===== src/rtl/przesuniecie_lewo_sekw.sv =====
// Sequential arithmetic left shift of i_arg_A by N = ~i_arg_B, one bit per clock.
// Define SHIFT_SATURATE_EN to saturate o_result by the operand sign on overflow.
module przesuniecie_lewo_sekw #(
  parameter int BITS = 32
) (
  input  logic            i_clk,
  input  logic            i_rsn,
  input  logic            i_start,
  input  logic [BITS-1:0] i_arg_A,
  input  logic [BITS-1:0] i_arg_B,
  output logic            o_busy,
  output logic            o_valid,
  output logic [BITS-1:0] o_result,
  output logic            o_error,
  output logic            o_overflow
);

  localparam int CW = $clog2(BITS) + 1;
  localparam logic [BITS-1:0] N_LIMIT = {{(BITS-CW){1'b0}}, CW'(BITS)};

  typedef enum logic [1:0] {
    ST_IDLE  = 2'd0,
    ST_SHIFT = 2'd1,
    ST_DONE  = 2'd2
  } state_t;

  state_t          state_r, state_s;
  logic [CW-1:0]   cnt_r, cnt_s;
  logic [BITS-1:0] shreg_r, shreg_s;
  logic            ovf_r, ovf_s, ovf_next_s;
  logic [BITS-1:0] n_s;
  logic            busy_s, valid_s, error_s, overflow_s;
  logic [BITS-1:0] result_s;

`ifdef SHIFT_SATURATE_EN
  logic sign_r, sign_s;

  function automatic logic [BITS-1:0] sat_value(input logic neg);
    sat_value = neg ? {1'b1, {(BITS-1){1'b0}}} : {1'b0, {(BITS-1){1'b1}}};
  endfunction
`endif

  assign n_s = ~i_arg_B;

  // Next-state and next-output logic; every output is registered below.
  always_comb begin
    state_s    = state_r;
    cnt_s      = cnt_r;
    shreg_s    = shreg_r;
    ovf_s      = ovf_r;
    ovf_next_s = ovf_r;
    busy_s     = 1'b0;
    valid_s    = 1'b0;
    result_s   = o_result;
    error_s    = o_error;
    overflow_s = o_overflow;
`ifdef SHIFT_SATURATE_EN
    sign_s     = sign_r;
`endif
    case (state_r)
      ST_IDLE: begin
        if (i_start) begin
`ifdef SHIFT_SATURATE_EN
          sign_s = i_arg_A[BITS-1];
`endif
          if (n_s[BITS-1]) begin
            state_s    = ST_DONE;
            valid_s    = 1'b1;
            result_s   = {BITS{1'b0}};
            error_s    = 1'b1;
            overflow_s = 1'b0;
          end else if (n_s == {BITS{1'b0}}) begin
            state_s    = ST_DONE;
            valid_s    = 1'b1;
            result_s   = i_arg_A;
            error_s    = 1'b0;
            overflow_s = 1'b0;
          end else if (n_s >= N_LIMIT) begin
            state_s    = ST_DONE;
            valid_s    = 1'b1;
            error_s    = 1'b0;
            overflow_s = (i_arg_A != {BITS{1'b0}});
`ifdef SHIFT_SATURATE_EN
            result_s   = overflow_s ? sat_value(i_arg_A[BITS-1]) : {BITS{1'b0}};
`else
            result_s   = {BITS{1'b0}};
`endif
          end else begin
            state_s = ST_SHIFT;
            busy_s  = 1'b1;
            cnt_s   = n_s[CW-1:0];
            shreg_s = i_arg_A;
            ovf_s   = 1'b0;
          end
        end else begin
          state_s = ST_IDLE;
        end
      end
      ST_SHIFT: begin
        // Overflow is judged on the two top bits before each shift.
        ovf_next_s = ovf_r | (shreg_r[BITS-1] ^ shreg_r[BITS-2]);
        ovf_s      = ovf_next_s;
        shreg_s    = {shreg_r[BITS-2:0], 1'b0};
        cnt_s      = cnt_r - CW'(1);
        if (cnt_r == CW'(1)) begin
          state_s    = ST_DONE;
          valid_s    = 1'b1;
          error_s    = 1'b0;
          overflow_s = ovf_next_s;
`ifdef SHIFT_SATURATE_EN
          result_s   = ovf_next_s ? sat_value(sign_r) : shreg_s;
`else
          result_s   = shreg_s;
`endif
        end else begin
          busy_s = 1'b1;
        end
      end
      ST_DONE: begin
        state_s = ST_IDLE;
      end
      default: begin
        state_s = ST_IDLE;
      end
    endcase
  end

  // State, datapath and output registers with synchronous active-low reset.
  always_ff @(posedge i_clk) begin
    if (!i_rsn) begin
      state_r    <= ST_IDLE;
      cnt_r      <= {CW{1'b0}};
      shreg_r    <= {BITS{1'b0}};
      ovf_r      <= 1'b0;
      o_busy     <= 1'b0;
      o_valid    <= 1'b0;
      o_result   <= {BITS{1'b0}};
      o_error    <= 1'b0;
      o_overflow <= 1'b0;
`ifdef SHIFT_SATURATE_EN
      sign_r     <= 1'b0;
`endif
    end else begin
      state_r    <= state_s;
      cnt_r      <= cnt_s;
      shreg_r    <= shreg_s;
      ovf_r      <= ovf_s;
      o_busy     <= busy_s;
      o_valid    <= valid_s;
      o_result   <= result_s;
      o_error    <= error_s;
      o_overflow <= overflow_s;
`ifdef SHIFT_SATURATE_EN
      sign_r     <= sign_s;
`endif
    end
  end

endmodule


===== config.mk =====
export PLATFORM = sky130hd
export DESIGN_NAME = przesuniecie_lewo_sekw
export DESIGN_NICKNAME = d
export VERILOG_FILES = /design/src/rtl/przesuniecie_lewo_sekw.sv
export SDC_FILE = /design/constraint.sdc
export NUM_CORES = 1
export LEC_CHECK = 0
export ABC_AREA = 1
export ABC_CLOCK_PERIOD_IN_PS = 2900
export CAP_MARGIN = 20
export CORE_MARGIN = 1
export CORE_UTILIZATION = 51
export CTS_CLUSTER_SIZE = 8
export DETAILED_ROUTE_END_ITERATION = 7
export PLACE_DENSITY = 0.83
export SETUP_SLACK_MARGIN = 0.02
export SYNTH_ARGS = -nofsm -noshare
export SYNTH_HDL_FRONTEND = slang
export SYNTH_SLANG_ARGS = --single-unit
export TNS_END_PERCENT = 1

===== constraint.sdc =====
create_clock -name i_clk -period 2.9 [get_ports i_clk]
set_clock_uncertainty 0.1 [all_clocks]
set_input_delay 0.58 -clock i_clk [delete_from_list [all_inputs] [get_ports i_clk]]
set_output_delay 0.58 -clock i_clk [all_outputs]
set_load 0.1 [all_outputs]

==> results.cfg <==
[status]
status = finished, final reports clean

[placed_design]
port_buffers = 102
dp_slack_ns = 0.187
gp_congestion = 0.834
hpwlAfterDp_mm = 7.43

[cells_and_area]
layout.nets = 786
drive_gt1_share_pct = 9.83
antennaDiodeCount = 0
areaGrowthSynthToFinish_pct = 27.0
final_util_pct = 68.4

[grt]
grt_overflow = 0
antenna_found_initial = 0
grt_pass1_wl_mm = 17.5
grtUsageTotal_pct = 26.0
grt_max_degree = 65
grt_pass1_vias = 3889

[cts]
root_buffer = clkbuf_8
htreeDepth = 3
cts_tree = yes
cts.sinks = 77
cts_buffers = 9
postCtsSetupRepairBufs = 0
clkTransAtPathRegs_ns = 0.08
cts_resized = 0
max-clock-path-buffers = 2
clock_latency_ns = 0.34
cts_hold_buf = 0

[synth]
syn_avg_cell_area_um2 = 6.37
synth-xor-area-share_pct = 0.218
yosysWarnings = 0
syn-cell-area_um2 = 4010
synth_seq_cells = 77
netlist.area_leader.share_pct = 38.4
synth_most_common_cell = nor2_1
synthTopCellsByArea = dfxtp_1, nor2_1, nand2_1
synth_fp_nets = 699
synthTopCellsByCount = nor2_1, nand2_1, o21ai_0, dfxtp_1, inv_1
synth_top_cell_by_area = dfxtp_1
synthArstFlopShare_pct = 0
synth.area.mux_share_pct = 0.249
syn-instance-count = 630
synth-edff-count = 0
synth_top_family_by_area = simple AND/OR/NAND/NOR gates
post_synth_and_or_nand_nor_area_fraction_pct = 39.1
synth_compound_area_share_pct = 13.1
synthAdderAreaFrac_pct = 0.623
ys_seq_area_share_pct = 38.4
yosysUniqueCellTypes = 28
synth_ff_type = dfxtp_1

[routing]
drt_first_pass_iters = 7
first_iter_violations = 352
wl_per_cell_um = 13.0
postRouteAntennaNets = 0
vias = 4285
routed_wl_mm = 10.6
drc_errors = 0
via_per_inst = 5.22

[sta]
fmax_mhz = 430
hold_viol_final = 0
rsz0062_at_grt = false
worst_slack_ns = 0.576
slew_viol_final = 0
slew_headroom_pct = 56.5
worstMarginPinSlew_ns = 0.651
finalSetupViolations = 0
period_minus_slack_ns = 2.32
fin_crit_sh_pct = 80.1
tns_ns = 0

[worst_setup_path]
crit_required_ns = 3.09
crit_family = simple AND/OR/NAND/NOR gates
crit_cells = 11
crit_top_cell = nor2_1
crit_buf_inv = 2
cp.arrival_ns = 2.51
critPathKind = primary input to flip-flop
crit_slowest_cell = clkdlybuf4s50_1
rr_worst_depth = 8
crit_chain = clkdlybuf4s50_1 > nand2_1 > nor2_1 > nand2_1 > nor2_4 > nand2_4 > nand2_8 > nand2_4 > inv_4 > nor2_1 > nor2_1
critPathMaxStageDelay_ns = 0.53
path_max_fanout = 28
cp-start-kind = primary input
endpoint_kind = flip-flop

[floorplan]
rows = 31
die_w_um = 90.7
die_area_um2 = 8230
ioPinCount = 103
die_h_um = 90.7
initial_core_util_pct = 53.9
core_area_um2 = 7450

[min_path]
hold_path_class = flip-flop to flip-flop
min_path_cells = 2

[power]
p_total_mw = 2.31
peakVddDrop_v = 0.000350
leakagePower_nw = 2.36
power.density_nw_per_um2 = 452

[run]
cap_viol_max_count = 0
metrics by stage:
| stage | instance area, µm² | instances | hold slack (ns) |
|---|---|---|---|
| 3_5_place_dp | 4930 | 805 | 0.353 |
| 3_3_place_gp | 4930 | 805 | 0.350 |
| 6_report | 5100 | 821 | 0.367 |
| 2_1_floorplan | 4010 | 630 | 0.338 |
| 4_1_cts | 5100 | 821 | 0.365 |
| 5_1_grt | 5100 | 821 | 0.398 |
worst paths after layout:
path	to	slack [ns]	startpoint
max	o_result[26]	0.58	i_arg_B[31]
min	ovf_r	0.37	ovf_r
max reg2reg	o_result[26]	0.89	cnt_r[2]
min reg2reg	ovf_r	0.37	ovf_r
where the power goes:
part | switching (mW) | internal, mW
logic | 0.326 | 0.160
clock network | 0.406 | 0.313
registers | 0.0154 | 1.08
total | 0.748 | 1.56
placed cells by master, fill, tap and decap left out:
cell type        count
nand3b_1            12
nand2_1            143
clkinv_4             2
nor2_2               2
clkbuf_8             9
nand3_2              1
buf_2                1
a31oi_1              1
o21ai_0             89
mux2i_1              1
dfxtp_1             77
clkbuf_1             2
nand3_1             20
nand4_1             11
inv_4                1
nor2_1             178
a21oi_1             10
buf_4               41
a22oi_1              1
nor3_2               1
xor2_1               1
ha_1                 2
clkinv_2             1
nor2_4               2
inv_1               37
clkinvlp_4           2
inv_2                3
nand2_4              3
o31ai_1              1
clkdlybuf4s50_1     65
a21oi_2              1
nand2_8              1
cell type report:
class                   count  area [µm²]
fillers                   673        2350
flip-flops and latches     77        1540
multi-input cells         481        2140
clock buffers              11         131
inverters                  41         156
well taps                  99         124
clock inverters             5        37.5
repair buffers            107         963
state kept, by name, summed over array words and instances (netlist names):
register	count
o_overflow	1
o_busy	1
cnt_r	6
o_valid	1
ovf_r	1
o_result	32
o_error	1
shreg_r	32
state_r	2
worst register-to-register path: stages, from the launching register on:
cell and delay, ns:
dfxtp_1 0.35, nor2_1 0.25, nand4_1 0.18, nor2_1 0.15, inv_2 0.16, nand2_4 0.30
inv_4 0.19, nor2_1 0.17, nor2_1 0.05
routing by layer:
metal  GRT usage (%)  wire [µm]  share of wire, %
met1            34.9       4860                46
met2            42.2       4920                46
met3            4.21        785               7.4
met4            8.87         70              0.66
met5               0          0                 0
cells by family (layout without fill, tap and decap cells):
| family | after synthesis | count (layout) |
|---|---|---|
| simple gates | 374 | 374 |
| compound gates | 103 | 103 |
| flops | 77 | 77 |
| buf+inv | 72 | 164 |
| fa+ha+maj | 2 | 2 |
| xor+xnor | 1 | 1 |
| mux | 1 | 1 |
(Power assumes the default switching activity.)
